## config.mk

```make
export PLATFORM = sky130hd
export DESIGN_NAME = bus8085_mem_responder
export DESIGN_NICKNAME = d
export VERILOG_FILES = /design/src/rtl/bus8085_mem_responder.sv
export SDC_FILE = /design/constraint.sdc
export NUM_CORES = 2
export LEC_CHECK = 0
export ABC_AREA = 1
export CORE_UTILIZATION = 25
export CTS_BUF_LIST = sky130_fd_sc_hd__clkbuf_2
export DETAILED_ROUTE_END_ITERATION = 12
export GPL_TIMING_DRIVEN = 0
export MAX_ROUTING_LAYER = met4
export PLACE_DENSITY = 0.39
export SETUP_SLACK_MARGIN = 0.5
export SLEW_MARGIN = 25
export SYNTH_ARGS = -nofsm -noshare
export SYNTH_HDL_FRONTEND = slang
export SYNTH_SLANG_ARGS = --single-unit
```

## constraint.sdc

```tcl
create_clock -name clk -period 17.7 [get_ports clk]
set_input_delay 3.54 -clock clk [delete_from_list [all_inputs] [get_ports clk]]
set_output_delay 3.54 -clock clk [all_outputs]
set_load 0.005 [all_outputs]
```

## src/rtl/bus8085_mem_responder.sv

```systemverilog
// Bus-slave for an 8085-style CPU bus: memory array plus small I/O register file,
// programmable READY wait states, preload port and sticky protocol-error flag.
module bus8085_mem_responder #(
  parameter int MEM_DEPTH   = 256,
  parameter int IO_PORTS    = 4,
  parameter int WAIT_STATES = 1
) (
  input  logic       clk,
  input  logic       rst,
  input  logic       ALE,
  input  logic       S1,
  input  logic       S0,
  input  logic       IOMn,
  input  logic       RDn,
  input  logic       WRn,
  input  logic [7:0] ADD,
  input  logic [7:0] DATA_IN,
  output logic [7:0] DATA_OUT,
  output logic       DATA_OE,
  output logic       READY,
  output logic       io_wr_stb,
  output logic [7:0] io_wr_addr,
  output logic [7:0] io_wr_data,
  input  logic       ld_en,
  input  logic [7:0] ld_addr,
  input  logic [7:0] ld_data,
  output logic       bus_err,
  output logic [2:0] state
);

  localparam int AW = (MEM_DEPTH > 1) ? $clog2(MEM_DEPTH) : 1;
  localparam int IW = (IO_PORTS > 1) ? $clog2(IO_PORTS) : 1;
  localparam int unsigned MD  = MEM_DEPTH;
  localparam int unsigned NIO = IO_PORTS;
  localparam logic [2:0]  WS  = 3'(WAIT_STATES);

  typedef enum logic [2:0] {
    ST_IDLE  = 3'd0,
    ST_LATCH = 3'd1,
    ST_WAIT  = 3'd2,
    ST_READ  = 3'd3,
    ST_WRITE = 3'd4,
    ST_DONE  = 3'd5
  } state_e;

  state_e      state_q, state_d;
  logic [2:0]  cnt_q, cnt_d;
  logic [7:0]  addr_q, addr_d;
  logic [1:0]  stat_q, stat_d;
  logic        iom_q, iom_d;
  logic [7:0]  data_out_q, data_out_d;
  logic        data_oe_q, data_oe_d;
  logic        stb_q, stb_d;
  logic [7:0]  wr_addr_q, wr_addr_d;
  logic [7:0]  wr_data_q, wr_data_d;
  logic        err_q, err_d;
  logic [7:0]  io_q [IO_PORTS];
  logic [7:0]  io_d [IO_PORTS];
  logic [7:0]  mem_q [MEM_DEPTH];

  logic          mem_we;
  logic [AW-1:0] mem_waddr;
  logic [7:0]    mem_wdata;
  logic [AW-1:0] bus_midx, ld_midx;
  logic [IW-1:0] io_idx;
  logic          io_hit;
  logic [7:0]    rd_val;

  always_comb begin
    bus_midx = AW'(32'(addr_q) % MD);
    ld_midx  = AW'(32'(ld_addr) % MD);
    io_idx   = IW'(addr_q);
    io_hit   = (32'(addr_q) < NIO);
    if (!iom_q)      rd_val = mem_q[bus_midx];
    else if (io_hit) rd_val = io_q[io_idx];
    else             rd_val = 8'hFF;
  end

  always_ff @(posedge clk) begin
    if (!rst) begin
      state_q    <= ST_IDLE;
      cnt_q      <= '0;
      addr_q     <= '0;
      stat_q     <= '0;
      iom_q      <= 1'b0;
      data_out_q <= '0;
      data_oe_q  <= 1'b0;
      stb_q      <= 1'b0;
      wr_addr_q  <= '0;
      wr_data_q  <= '0;
      err_q      <= 1'b0;
      io_q       <= '{default: '0};
    end else begin
      state_q    <= state_d;
      cnt_q      <= cnt_d;
      addr_q     <= addr_d;
      stat_q     <= stat_d;
      iom_q      <= iom_d;
      data_out_q <= data_out_d;
      data_oe_q  <= data_oe_d;
      stb_q      <= stb_d;
      wr_addr_q  <= wr_addr_d;
      wr_data_q  <= wr_data_d;
      err_q      <= err_d;
      io_q       <= io_d;
    end
  end

  // Memory is deliberately outside reset; gating with rst makes a reset abort any pending write.
  always_ff @(posedge clk) begin
    if (rst && mem_we) mem_q[mem_waddr] <= mem_wdata;
  end

  always_comb begin
    state_d    = state_q;
    cnt_d      = cnt_q;
    addr_d     = addr_q;
    stat_d     = stat_q;
    iom_d      = iom_q;
    data_out_d = data_out_q;
    data_oe_d  = data_oe_q;
    stb_d      = 1'b0;
    wr_addr_d  = wr_addr_q;
    wr_data_d  = wr_data_q;
    err_d      = err_q;
    io_d       = io_q;
    mem_we     = 1'b0;
    mem_waddr  = ld_midx;
    mem_wdata  = ld_data;
    if (ALE) begin
      // Any ALE restarts the cycle, including from the middle of another one.
      addr_d    = ADD;
      stat_d    = {S1, S0};
      iom_d     = IOMn;
      cnt_d     = WS;
      data_oe_d = 1'b0;
      state_d   = ST_LATCH;
    end else begin
      unique case (state_q)
        ST_IDLE: mem_we = ld_en;
        ST_LATCH, ST_WAIT: begin
          if (stat_q == 2'b00)  state_d = ST_IDLE;
          else if (cnt_q == '0) state_d = stat_q[1] ? ST_READ : ST_WRITE;
          else begin
            cnt_d   = cnt_q - 3'd1;
            state_d = ST_WAIT;
          end
        end
        ST_READ: begin
          if (!WRn) begin
            err_d     = 1'b1;
            data_oe_d = 1'b0;
            state_d   = ST_IDLE;
          end else if (!data_oe_q) begin
            if (!RDn) begin
              data_out_d = rd_val;
              data_oe_d  = 1'b1;
            end
          end else if (RDn) begin
            data_oe_d = 1'b0;
            state_d   = ST_IDLE;
          end
        end
        ST_WRITE: begin
          if (!RDn) begin
            err_d   = 1'b1;
            state_d = ST_IDLE;
          end else if (!WRn) begin
            state_d = ST_DONE;
            if (!iom_q) begin
              mem_we    = 1'b1;
              mem_waddr = bus_midx;
              mem_wdata = DATA_IN;
            end else if (io_hit) begin
              io_d[io_idx] = DATA_IN;
              stb_d        = 1'b1;
              wr_addr_d    = addr_q;
              wr_data_d    = DATA_IN;
            end
          end
        end
        ST_DONE: begin
          if (!RDn) begin
            err_d   = 1'b1;
            state_d = ST_IDLE;
          end else if (WRn) begin
            state_d = ST_IDLE;
          end
        end
        default: state_d = ST_IDLE;
      endcase
    end
  end

  always_comb begin
    READY = 1'b1;
    if ((state_q == ST_LATCH || state_q == ST_WAIT) && stat_q != 2'b00 && cnt_q != '0)
      READY = 1'b0;
    DATA_OUT   = data_out_q;
    DATA_OE    = data_oe_q;
    io_wr_stb  = stb_q;
    io_wr_addr = wr_addr_q;
    io_wr_data = wr_data_q;
    bus_err    = err_q;
    state      = state_q;
  end

endmodule

```

==> metrics <==
status completed; Crit Path Class reg -> out; Synth Cell Area 86340 um^2; most common cell after layout, fill and taps aside nand2_1; Synth cell types 36; met2 WL 180900 um; vias in the first global route 62230; YS warnings 0; Final Setup Violations 0; crit-path cells nor2_2 > inv_2 > nand3_1 > nor3_1 > inv_1 > clkdlybuf4s50_1; DRT antenna net count 0; vias 65290; Clock Tree Buf Depth 4; die area 347700 um^2; area of the multi-input gates 20960 um^2; fill cell count 35730; WP depth 6; routed wl met3 29910 um; CP endpoint kind output port; Hold EP io_wr_addr[2]; drt total wl 398200 um; GRT Total Usage 22.97%; delay-heaviest family, CP simple AND/OR/NAND/NOR gates; largest net degree at the start of global routing 28; Synth area leader edfxtp_1; crit path max-delay cell type nor3_1; #FFs+latches synth 2132; Final #Nets 8254; global route overflow 0; TritonCTS clock tree yes; layout cells sized above 1 16.59%; setup tns final 0 ps; Post-CTS Setup Repair Bufs 0; CP startpoint kind register; Synth area leaders edfxtp_1, nand3_1, nand2_1, dfxtp_1, nor2_1; maximum clock rate 0.1382 GHz; Inst Count DP 12190; RSZ-0062 raised after global routing no; Hold Buf Count CTS 0; register area 63180 um^2; most frequent cells in the layout nand2_1, edfxtp_1, nand3_1, clkbuf_2, nor2_1; syn_area_per_cell 11.63 um^2; buffers added on ports 71; first-pass GRT wire length 532200 um; Leakage 35.57 nW; initial antenna violation count 27; total CTS buffers 581; number of cells upsized or downsized after cts 0; die height 589.7 um; drt pass-1 iters 6; Die Wd 589.7 um; row cnt 215; H-tree levels 6; final cycle utilization of the critical path 40.87%; top cell type's share of synthesized area 71.23%; CP max stage delay 490 ps; DRT met1 WL 171000 um; Mapped Cells 7426; Initial DRC Count 7852; CP Data Arrival Time 3690 ps; non-filler cells, final 13170; Bufs and invs on worst path 3; worst hold stages 2; clock-pin transition on the worst setup and hold timing paths 90 ps; Max-slew headroom 19.11%; Slew @ Worst Pin 1213 ps; worst-path fanout max 6; drt via density 4.957; DRC violations left 0; HP Start io_wr_addr[2]; DR top layer met4; clk_lat worst skew 1880 ps; RR Endpoint DATA_OUT[1]; fin. max-slew vios 0; worst hold path class reg -> reg; starting density of the core 25.15%; Final GP Congestion 0.9704; Register-to-Register Path Depth 14; # Max-Cap Violations 0; root buf cell clkbuf_2; Detailed Place HPWL 287000 um; core box area 343300 um^2; WL/cell 30.23 um; r2r setup slk 12750 ps; Worst EP required 14160 ps; worst vdd ir 0.05582 mV; Pwr per Cell Area 101.3 nW/um^2; final clock skew 163.6 ps; total clock sinks 2132; minimum clock period 7234 ps; Area Growth Syn to Fin 17.58%; final hold violation count 0; Ports 72; syn_nets 7469; sequential area share after synthesis 73.17%
==> sequential cells by signal, indices dropped and copies added, names as in the netlist, named ones only <==
| signal | flops |
|---|---|
| mem_q | 2048 |
| io_q | 32 |
| DATA_OUT | 8 |
| addr_q | 8 |
| io_wr_addr | 8 |
| io_wr_data | 8 |
| cnt_q | 3 |
| state | 3 |
| stat_q | 2 |
| DATA_OE | 1 |
| bus_err | 1 |
| io_wr_stb | 1 |
| iom_q | 1 |
==> worst min-delay path, delay by kind of cell (launching register included) <==
kind,cells,cell delay (ps)
buf+inv,1,50
flops,1,320
simple gates,1,30
==> cells in the mapped netlist, drive strengths merged <==
master and count:
o21a 5, a22oi 6, o21ai 56, nor4 3, edfxtp 2048, a31oi 5
clkbuf 253, nand4 1, inv 91, nor2 335, ha 2, a221oi 5
a21oi 73, o2111ai 1, dfxtp 84, nand3b 1, nand2 2165, clkinv 1
buf 248, nor3 4, a211oi 6, o22ai 1, nand3 2032
==> worst max-delay path by stage <==
| stage | endpoint | slack, ps | startpoint |
|---|---|---|---|
| 2_1_floorplan | mem_q[0][4] | 4830 | RDn |
| 5_1_grt | READY | 10160 | state[0] |
| 4_1_cts | READY | 10230 | state[1] |
| 3_3_place_gp | mem_q[232][2] | -10580 | WRn |
| 3_5_place_dp | mem_q[240][7] | 9540 | WRn |
| 6_report | READY | 10470 | state[1] |
==> layer usage <==
metal | track usage (%) | vias up
li1 | - | 28270
met1 | 30.23 | 33020
met2 | 35.24 | 3303
met3 | 3.835 | 696
met4 | 9.186 | 0
met5 | - | -
==> through the flow <==
step           hold slack [ps]  util (%)  setup WS (ps)  area, um^2  power, mW
2_1_floorplan            423.8         -           4828       86340      6.148
3_3_place_gp             427.1     27.02         -10580       92760      6.802
3_5_place_dp             419.8     28.10           9539       96470      6.804
4_1_cts                  437.1     29.55          10230      101400      10.32
5_1_grt                  462.6     29.57          10160      101500      10.60
6_report                 436.2     29.58          10470      101500      10.28
==> power by group <==
part           switching (mW)  total (mW)  internal, mW
sequential            0.00366        5.53          5.52
clock                    2.18        3.57          1.39
combinational           0.907        1.19         0.279
==> final cells by class <==
type / instances / area share [%]
Sequential cell: 2132 / 62.23
Multi-Input combinational cell: 4701 / 20.64
Tap cell: 4557 / 5.616
Clock buffer: 856 / 4.220
Timing Repair Buffer: 202 / 4.045
Buffer: 501 / 2.205
Clock inverter: 113 / 0.6593
Inverter: 92 / 0.3401
Antenna cell: 17 / 0.04190
==> cell families (layout without fill, tap and decap cells) <==
logic type / count (synthesis) / in the layout / synth area share, %
compound gates: 158 / 158 / 1.030
buf+inv: 593 / 1764 / 2.895
flops: 2132 / 2132 / 73.17
fa+ha+maj: 2 / 2 / 0.02898
simple gates: 4541 / 4541 / 22.87
other cells: 0 / 17 / 0
Power figures use the tool's default switching activity.
